===== config.mk =====
export PLATFORM = sky130hd
export DESIGN_NAME = univ_shift_reg
export DESIGN_NICKNAME = d
export VERILOG_FILES = /design/src/rtl/univ_shift_pkg.sv /design/src/rtl/univ_shift_next.sv /design/src/rtl/univ_shift_reg.sv
export SDC_FILE = /design/constraint.sdc
export NUM_CORES = 1
export LEC_CHECK = 0
export ABC_AREA = 1
export BUFFER_PORTS_ARGS = -buffer_cell sky130_fd_sc_hd__clkbuf_2
export CORE_ASPECT_RATIO = 1.5
export CORE_MARGIN = 2
export CORE_UTILIZATION = 45
export CTS_BUF_LIST = sky130_fd_sc_hd__clkbuf_8
export DETAILED_ROUTE_END_ITERATION = 16
export GPL_TIMING_DRIVEN = 0
export PLACE_DENSITY = 0.71
export REMOVE_ABC_BUFFERS = 1
export SLEW_MARGIN = 20
export SYNTH_ARGS = -nofsm -noshare
export SYNTH_HDL_FRONTEND = slang
export SYNTH_SLANG_ARGS = --single-unit

===== constraint.sdc =====
create_clock -name clk -period 2.3 [get_ports clk]
set_input_delay 0.345 -clock clk [delete_from_list [all_inputs] [get_ports clk]]
set_output_delay 0.345 -clock clk [all_outputs]
set_load 0.02 [all_outputs]

===== src/rtl/univ_shift_pkg.sv =====
// -----------------------------------------------------------------------------
// univ_shift_pkg
//
// Shared definitions for the universal shift register:
//   - MODE_* : 3-bit operation codes applied to the register on a ce=1 edge
//   - state_t: burst-engine FSM states (IDLE, RUN, FIN); the encoding is also
//              what appears on the top level's state_dbg output
//   - is_shift_mode(): true for the modes a burst is allowed to repeat
// -----------------------------------------------------------------------------
package univ_shift_pkg;

    localparam int MODE_W = 3;

    localparam logic [MODE_W-1:0] MODE_HOLD = 3'b000;  // q unchanged
    localparam logic [MODE_W-1:0] MODE_SHR  = 3'b001;  // shift right, sr_in -> MSB
    localparam logic [MODE_W-1:0] MODE_SHL  = 3'b010;  // shift left, sl_in -> LSB
    localparam logic [MODE_W-1:0] MODE_LOAD = 3'b011;  // parallel load from d
    localparam logic [MODE_W-1:0] MODE_ROR  = 3'b100;  // rotate right
    localparam logic [MODE_W-1:0] MODE_ROL  = 3'b101;  // rotate left
    localparam logic [MODE_W-1:0] MODE_ASR  = 3'b110;  // arithmetic shift right
    localparam logic [MODE_W-1:0] MODE_CLR  = 3'b111;  // synchronous clear

    // Explicit values so state_dbg has a stable, documented meaning.
    typedef enum logic [1:0] {
        ST_IDLE = 2'd0,
        ST_RUN  = 2'd1,
        ST_FIN  = 2'd2
    } state_t;

    // HOLD, LOAD and CLR are not repeatable steps; a burst request with one
    // of them completes immediately without touching q.
    function automatic logic is_shift_mode(input logic [MODE_W-1:0] m);
        logic r;
        r = 1'b0;
        case (m)
            MODE_SHR, MODE_SHL, MODE_ROR, MODE_ROL, MODE_ASR: r = 1'b1;
            default:                                          r = 1'b0;
        endcase
        return r;
    endfunction

endpackage : univ_shift_pkg


===== src/rtl/univ_shift_next.sv =====
// -----------------------------------------------------------------------------
// univ_shift_next
//
// Purely combinational next-value selector for the shift register. The top
// level feeds it either the live mode (IDLE) or the latched burst mode (RUN),
// so a single mux serves both paths.
//
// Ports:
//   mode   in  [2:0]       operation code (MODE_* from univ_shift_pkg)
//   q      in  [WIDTH-1:0] current register value; q[WIDTH-1] is the MSB/QA end
//   d      in  [WIDTH-1:0] parallel load data
//   sr_in  in  1           serial input entering q[WIDTH-1] on SHR
//   sl_in  in  1           serial input entering q[0] on SHL
//   q_next out [WIDTH-1:0] value q takes if this operation is applied
// -----------------------------------------------------------------------------
module univ_shift_next
    import univ_shift_pkg::*;
#(
    parameter int WIDTH = 8   // minimum 2: the shift slices need q[WIDTH-2:0]
) (
    input  logic [MODE_W-1:0] mode,
    input  logic [WIDTH-1:0]  q,
    input  logic [WIDTH-1:0]  d,
    input  logic              sr_in,
    input  logic              sl_in,
    output logic [WIDTH-1:0]  q_next
);

    always_comb begin
        q_next = q;
        case (mode)
            MODE_HOLD: q_next = q;
            MODE_SHR:  q_next = {sr_in, q[WIDTH-1:1]};
            MODE_SHL:  q_next = {q[WIDTH-2:0], sl_in};
            MODE_LOAD: q_next = d;
            MODE_ROR:  q_next = {q[0], q[WIDTH-1:1]};
            MODE_ROL:  q_next = {q[WIDTH-2:0], q[WIDTH-1]};
            // Sign bit is replicated, so negative values stay negative.
            MODE_ASR:  q_next = {q[WIDTH-1], q[WIDTH-1:1]};
            MODE_CLR:  q_next = '0;
            default:   q_next = q;
        endcase
    end

endmodule : univ_shift_next


===== src/rtl/univ_shift_reg.sv =====
// -----------------------------------------------------------------------------
// univ_shift_reg
//
// Parametrised universal shift register with a counted burst engine.
// Outside a burst the register applies `mode` on every ce=1 edge. A burst
// repeats one shift-type operation `len` times on its own, then pulses done.
//
// Burst handshake (single description for all three signals):
//   start is sampled only while the engine is idle (busy=0, done=0), on any
//   edge regardless of ce. A shift-type mode with len!=0 is accepted: busy
//   rises after that edge and stays high until the last step has been applied
//   (ce=0 cycles stretch it, steps only happen on ce=1). Any other request is
//   accepted as an empty burst. Either way, done is high for exactly one
//   cycle after the burst ends, busy is low during that cycle, and start is
//   ignored while busy or done is high. rst aborts a burst without done.
//
// Ports:
//   clk       in  1           rising-edge clock
//   rst       in  1           synchronous active-high reset, overrides all
//   ce        in  1           clock enable; 0 holds q and the burst counter
//   mode      in  [2:0]       operation select (MODE_* in univ_shift_pkg)
//   sr_in     in  1           serial-in for shift right (enters q[WIDTH-1])
//   sl_in     in  1           serial-in for shift left  (enters q[0])
//   d         in  [WIDTH-1:0] parallel load data
//   start     in  1           burst request
//   len       in  [CNT_W-1:0] burst length in shift steps
//   q         out [WIDTH-1:0] register contents, q[WIDTH-1] is the MSB end
//   busy      out 1           high while a burst is running
//   done      out 1           one-cycle pulse when a burst completes
//   state_dbg out [1:0]       current FSM state (state_t encoding)
// -----------------------------------------------------------------------------
module univ_shift_reg
    import univ_shift_pkg::*;
#(
    parameter int WIDTH = 8,   // minimum 2
    parameter int CNT_W = 4
) (
    input  logic               clk,
    input  logic               rst,
    input  logic               ce,
    input  logic [MODE_W-1:0]  mode,
    input  logic               sr_in,
    input  logic               sl_in,
    input  logic [WIDTH-1:0]   d,
    input  logic               start,
    input  logic [CNT_W-1:0]   len,
    output logic [WIDTH-1:0]   q,
    output logic               busy,
    output logic               done,
    output logic [1:0]         state_dbg
);

    localparam logic [CNT_W-1:0] CNT_ONE = CNT_W'(1);

    state_t             state;
    logic [MODE_W-1:0]  run_mode;   // operation frozen at burst start
    logic [CNT_W-1:0]   cnt;        // steps still to apply in RUN
    logic [MODE_W-1:0]  sel_mode;
    logic [WIDTH-1:0]   q_next;

    // In RUN the live mode input is ignored; the latched one drives the mux.
    assign sel_mode  = (state == ST_RUN) ? run_mode : mode;
    assign state_dbg = state;

    univ_shift_next #(
        .WIDTH (WIDTH)
    ) u_next (
        .mode   (sel_mode),
        .q      (q),
        .d      (d),
        .sr_in  (sr_in),
        .sl_in  (sl_in),
        .q_next (q_next)
    );

    always_ff @(posedge clk) begin
        if (rst) begin
            q        <= '0;
            cnt      <= '0;
            run_mode <= MODE_HOLD;
            state    <= ST_IDLE;
            busy     <= 1'b0;
            done     <= 1'b0;
        end else begin
            case (state)
                ST_IDLE: begin
                    busy <= 1'b0;
                    done <= 1'b0;
                    if (start) begin
                        // q is deliberately left alone on the start edge,
                        // even when ce=1: the request takes priority.
                        if (is_shift_mode(mode) && (len != '0)) begin
                            run_mode <= mode;
                            cnt      <= len;
                            state    <= ST_RUN;
                            busy     <= 1'b1;
                        end else begin
                            state    <= ST_FIN;
                            done     <= 1'b1;
                        end
                    end else if (ce) begin
                        q <= q_next;
                    end
                end

                ST_RUN: begin
                    if (ce) begin
                        q   <= q_next;
                        cnt <= cnt - CNT_ONE;
                        // Last step: busy drops and done rises on the same edge,
                        // so the two outputs never overlap.
                        if (cnt == CNT_ONE) begin
                            state <= ST_FIN;
                            busy  <= 1'b0;
                            done  <= 1'b1;
                        end
                    end
                end

                ST_FIN: begin
                    done  <= 1'b0;
                    busy  <= 1'b0;
                    state <= ST_IDLE;
                end

                default: begin
                    done  <= 1'b0;
                    busy  <= 1'b0;
                    state <= ST_IDLE;
                end
            endcase
        end
    end

endmodule : univ_shift_reg


-- Word-level counts from Yosys, hierarchy flattened
Index checks and enable logic that the tools add are counted.
- bits of input ports: 21
- logic and storage cells: 65
- register bits after elaboration: 19
- output and inout bits: 12
- muxes and demuxes: 28
- add/sub/neg operators: 1
- equality and inequality tests: 19
- reduce and logical (&&, ||, !) cells: 11
- operators with widths (cell ; count):
    8-bit case mux with 8 select lines ; 1
    3-bit equality test, second input constant ; 7
    8-bit 2-to-1 mux ; 2
    8-bit case mux with 2 select lines ; 1
    1-bit 2-to-1 mux ; 12
    4-bit 2-to-1 mux ; 3
    3-bit by 2-bit equality test with 1-bit output, second input constant ; 3
    2-bit 2-to-1 mux ; 4
    2-bit inequality test, second input constant ; 4
    4-bit case mux with 2 select lines ; 1
    3-bit by 1-bit equality test with 1-bit output, second input constant ; 2
    3-bit AND reduction ; 2
    5-bit OR reduction ; 1
    4-bit by 1-bit equality test with 1-bit output, second input constant ; 1
    1-bit case mux with 2 select lines ; 2
    2-bit case mux with 2 select lines ; 1
    2-bit AND reduction ; 2
    4-bit AND reduction ; 1
    4-bit nonzero test ; 1
    4-bit by 1-bit subtractor with 4-bit output, second input constant ; 1
    3-bit logical NOT ; 1
    3-bit 2-to-1 mux ; 1
    2-bit by 1-bit equality test with 1-bit output, second input constant ; 1
    2-bit logical NOT ; 1
    3 further kinds ; 3

-- Depth between registers and ports, before layout
- depth in word-level cells: 10
- depth in mapped cells: 11
- mapped depth without buffers: 11

-- Cells and area by module
A second synthesis with hierarchy kept.
- cells, all modules: 257
- area total of the unflattened synthesis: 1621.6 um^2
- by module, submodules not included (module ; instances ; cells each ; area an instance (um^2) ; sequential area each (um^2)):
    univ_shift_reg ; 1 ; 137 ; 917.1 ; 380.4
    univ_shift_next ; 1 ; 120 ; 704.4 ; 0.0

-- Worst setup path after synthesis
No wires, ideal clock.
- path kind: register to register
- from: register state[0] (netlist: state_dbg[0])
- to: register q[6]
- path slack: 0.760 ns
- data required time: 2.177 ns
- library setup time: 0.123 ns
- stages on the path, launching flop included: 10
- period minus slack after synthesis: 1.540 ns
- buffers on the path: 0
- data arrival time: 1.418 ns
- cell sequence: dfxtp_1 inv_2 nor2_4 nand2_1 nand2_4 nand3_1 nand2_2 inv_2 o21ai_1 a21oi_1
- longest elaborated chain between the ends: 7
- elaborated cells on any way between the ends: 18
- those cells by class: 9 x eq/ne; 5 x mux; 4 x reduce/logical
- ends and longest elaborated chain (what ; RTL line ; RTL):
    start: declaration ; univ_shift_reg.sv:55 ; state_t state;
    start signal: assignment ; univ_shift_reg.sv:81 ; state <= ST_IDLE;
    start signal: assignment ; univ_shift_reg.sv:95 ; state <= ST_RUN;
    start signal: assignment ; univ_shift_reg.sv:98 ; state <= ST_FIN;
    2-bit by 1-bit equality test with 1-bit output ; univ_shift_reg.sv:62, univ_shift_reg.sv:85 ;
    3-bit 2-to-1 mux ; univ_shift_reg.sv:62 ; assign sel_mode = (state == ST_RUN) ? run_mode : mode;
    3-bit equality test, or another cell as far along ; univ_shift_next.sv:31 ; case (mode)
    8-bit case mux with 8 select lines ; univ_shift_next.sv:31 ;
    8-bit 2-to-1 mux ; univ_shift_reg.sv:101, univ_shift_reg.sv:107 ;
    8-bit 2-to-1 mux ; univ_shift_reg.sv:89 ; if (start) begin
    8-bit case mux with 2 select lines ; univ_shift_reg.sv:85 ; case (state)
    end signal: assignment ; univ_shift_reg.sv:102 ; q <= q_next;
    end signal: assignment ; univ_shift_reg.sv:108 ; q <= q_next;
    end: declaration ; univ_shift_reg.sv:47 ; output logic [WIDTH-1:0] q,
Parallel ways exist; a longest one is shown, timed or not. The select of a mux whose other input is x is not followed.
A chain may end at the register's enable or synchronous reset.

-- Worst setup path in the final report
- from: register state[1] (netlist: state_dbg[1])
- to: register q[6]
Same word-level chain as after synthesis.

==> results.rst <==
.. list-table::
   :header-rows: 1

   * - Metric
     - Value
   * - Per-instance average area after synthesis
     - 6.92 µm²
   * - Clock sink total
     - 19
   * - Synth-to-layout area growth
     - 20.0%
   * - Synth unique cells
     - 23
   * - Static Leak
     - 0.000652 µW
   * - Cell family with the largest share of critical-path delay
     - simple AND/OR/NAND/NOR gates
   * - Sort of element at the start of the critical path
     - flip-flop
   * - Resized Gates After CTS
     - 0
   * - Count of hold-fix buffers inserted at cts
     - 0
   * - Final-report max-slew violation count
     - 0
   * - Required time reported for the critical path endpoint
     - around 2.4 ns
   * - Post-DP HPWL
     - 2.27 mm
   * - Worst setup EP type
     - flip-flop
   * - Buffers from clock root to sink, at most
     - 2
   * - Routed Antenna Nets
     - 0
   * - Full die area
     - 0.00296 mm²
   * - Pin count of the biggest net entering global routing
     - 18
   * - Final weighted congestion in routability-driven placement
     - approximately 0.84
   * - Tightest Pin Transition
     - 0.427 ns
   * - Drt first-iter violations
     - 26
   * - Starting Density
     - 47.1%
   * - Drt total wl
     - between 2 and 3 mm
   * - Final total negative setup slack
     - 0 ns
   * - First-pass GRT wire length
     - 5.00 mm
   * - Aggregate global routing overflow
     - 0
   * - Unrepaired setup endpoints after global routing
     - no
   * - Count of inserted antenna diode cells
     - 0
   * - Worst-path cell chain
     - inv_2 -> nand2_4 -> nand2_1 -> o21ai_1 -> nand3_1 -> nand2_2 -> inv_2 -> o21ai_1 -> a21oi_1
   * - Clock-pin slew on the worst setup and hold paths
     - 0.07 ns
   * - Max stage delay on crit path
     - 0.48 ns
   * - Number of I/O port buffers
     - 32
   * - Flip-flop and latch count after synthesis
     - 19
   * - Via/cell ratio
     - 5.71
   * - Yosys synthesis warning count
     - 0
   * - Arrival @ worst endpoint
     - 1.84 ns
   * - Cell at the root of the clock tree
     - sky130_fd_sc_hd__clkbuf_8
   * - CTS H-tree depth
     - 1
   * - Clock tree from TritonCTS
     - built
   * - Worst skew pair latency
     - between 0.2 and 0.3 ns
   * - Share of final-layout standard cells stronger than drive strength 1
     - between 20% and 30%
   * - Standard-cell row count
     - 22
   * - Gr usage total
     - between 20% and 30%
   * - Synth Instances
     - 165
   * - Horizontal die dimension
     - around 45 µm
   * - Worst min-delay path category
     - input port to flip-flop
   * - Met2 wire len
     - about 1.5 mm
   * - Max-cap violation count
     - 0
   * - Clk_skew
     - 0.00229 ns
   * - Final min period
     - between 1.5 and 2 ns
   * - Post-Layout Cell Count
     - ~220
   * - WS Path Type
     - flip-flop to flip-flop
   * - Die height
     - 65.7 µm
   * - Detail-routed net length per standard cell
     - 12.7 µm
   * - WP buf/inv
     - 2
   * - Core area
     - 0.00242 mm²
   * - Seq/Total Area, Yosys
     - 33.3%
   * - Crit path max-delay cell type
     - sky130_fd_sc_hd__dfxtp_1
   * - VDD IR-drop max
     - 0.000384 V
   * - WL met3
     - 130 µm
   * - Post-CTS repair timing setup buffer count
     - 0
   * - End-of-flow core utilization
     - 56.5%
   * - Number of buffers created by CTS
     - 3
   * - Via count of the first global-routing pass
     - between 1000 and 1500
   * - Portion of the clock cycle consumed by the worst path in the final layout
     - ~74%
   * - Top layer in use
     - met4
   * - DRC violation count after routing
     - 0
   * - Power per cell area
     - 701 mW/mm²
   * - I/O pins
     - 33
   * - Total number of vias
     - 1273
   * - Achievable Freq
     - between 0.5 and 0.6 GHz
   * - Maximum fanout encountered on the critical timing path
     - 17
   * - Endpoints failing setup
     - 0
   * - Wire length the detailed router placed on met1
     - 1.08 mm
   * - Total Nets Final
     - 223
   * - Initial antenna violation count
     - 0
   * - Cell Area, Synth
     - about 0.0011 mm²
   * - Number of placed instances with taps included
     - 219
   * - Number of hold violations in the final report
     - 0
   * - PnR Total Power
     - roughly 960 µW
   * - Worst slew margin relative to its limit
     - 71.5%
   * - Run status
     - complete, no violations
   * - DR pass1 iterations
     - 4
==> worst paths after layout <==
kind,start,slack [ns],end,cells past startpoint
worst max-delay path,state_dbg[1]$_SDFFE_PP0P_,0.60,q[6]$_SDFFE_PP0P_,9
worst min register to register,busy$_SDFFE_PP0P_,0.48,busy$_SDFFE_PP0P_,1
worst max register to register,state_dbg[1]$_SDFFE_PP0P_,0.60,q[6]$_SDFFE_PP0P_,9
worst min-delay path,rst,0.29,q[7]$_SDFFE_PP0P_,2
==> registers in the layout, summed over array words and instances (netlist names) <==
name	flops
done	1
busy	1
state_dbg	2
q	8
run_mode	3
cnt	4
==> cells by family after synthesis <==
group,after synthesis,synth area share [%]
buffers and inverters,23,7.67
AOI/OAI and AO/OA,54,26.0
adders and majority gates,2,2.19
and+or+nand+nor,67,30.8
DFF,19,33.3
==> placed cells by master, fill, tap and decap left out, types with 8 or more instances in the layout <==
| cell type | synthesis | routed |
|---|---|---|
| sky130_fd_sc_hd__nand3_1 | 11 | 11 |
| sky130_fd_sc_hd__nor2_1 | 9 | 9 |
| sky130_fd_sc_hd__nand2_1 | 29 | 29 |
| sky130_fd_sc_hd__dfxtp_1 | 19 | 19 |
| sky130_fd_sc_hd__o21ai_0 | 14 | 14 |
| sky130_fd_sc_hd__a31oi_1 | 9 | 9 |
| sky130_fd_sc_hd__clkbuf_2 | 0 | 32 |
| sky130_fd_sc_hd__a21oi_1 | 17 | 17 |
| sky130_fd_sc_hd__o21ai_1 | 8 | 8 |
| sky130_fd_sc_hd__inv_1 | 18 | 18 |
==> power by group <==
| part | internal [µW] | leakage [µW] | switching (µW) |
|---|---|---|---|
| clock network | 120 | 0.0000255 | 113 |
| logic | 109 | 0.000470 | 208 |
| registers | 370 | 0.000156 | 39.3 |
==> synth_stat cells <==
cell type	number	area, µm²
sky130_fd_sc_hd__o21a_1	1	7.51
sky130_fd_sc_hd__a21oi_1	17	85.1
sky130_fd_sc_hd__nor3_2	1	10.0
sky130_fd_sc_hd__nor2_4	2	22.5
sky130_fd_sc_hd__a22oi_1	5	37.5
sky130_fd_sc_hd__nand2_1	29	109
sky130_fd_sc_hd__nand2_2	5	31.3
sky130_fd_sc_hd__o21ai_1	8	40.0
sky130_fd_sc_hd__nand3_2	1	10.0
sky130_fd_sc_hd__nor3_1	1	5.00
sky130_fd_sc_hd__ha_1	2	25.0
sky130_fd_sc_hd__nand2_4	5	56.3
sky130_fd_sc_hd__and2_0	1	6.26
sky130_fd_sc_hd__dfxtp_1	19	380
sky130_fd_sc_hd__nand4_1	2	12.5
sky130_fd_sc_hd__inv_2	3	11.3
sky130_fd_sc_hd__a31oi_1	9	56.3
sky130_fd_sc_hd__inv_1	18	67.6
sky130_fd_sc_hd__buf_2	1	5.00
sky130_fd_sc_hd__nand3_1	11	55.1
sky130_fd_sc_hd__o21ai_0	14	70.1
sky130_fd_sc_hd__nor2_1	9	33.8
sky130_fd_sc_hd__clkbuf_1	1	3.75
==> layer usage <==
metal	track usage [%]	up-vias
met1	23.2	590
li1	-	631
met5	0	-
met3	3.02	9
met4	12.5	0
met2	40.2	43
==> cell type report <==
| cell class | count | area (µm²) |
|---|---|---|
| flip-flops and latches | 19 | 380 |
| fillers | 239 | 1050 |
| inverters | 21 | 78.8 |
| well taps | 24 | 30.0 |
| repair buffers | 32 | 160 |
| multi-input cells | 123 | 673 |
| clock buffers | 3 | 41.3 |
| clock inverters | 1 | 5.00 |
==> per-stage QoR <==
stage	hold WS, ns	setup slack (ns)	instance area, µm²
floorplan	0.414	0.710	1130
global placement	0.451	0.640	1320
detailed placement	0.469	0.619	1320
CTS	0.291	0.602	1370
global route	0.308	0.373	1370
finish	0.292	0.602	1370
Power figures use the tool's default switching activity.
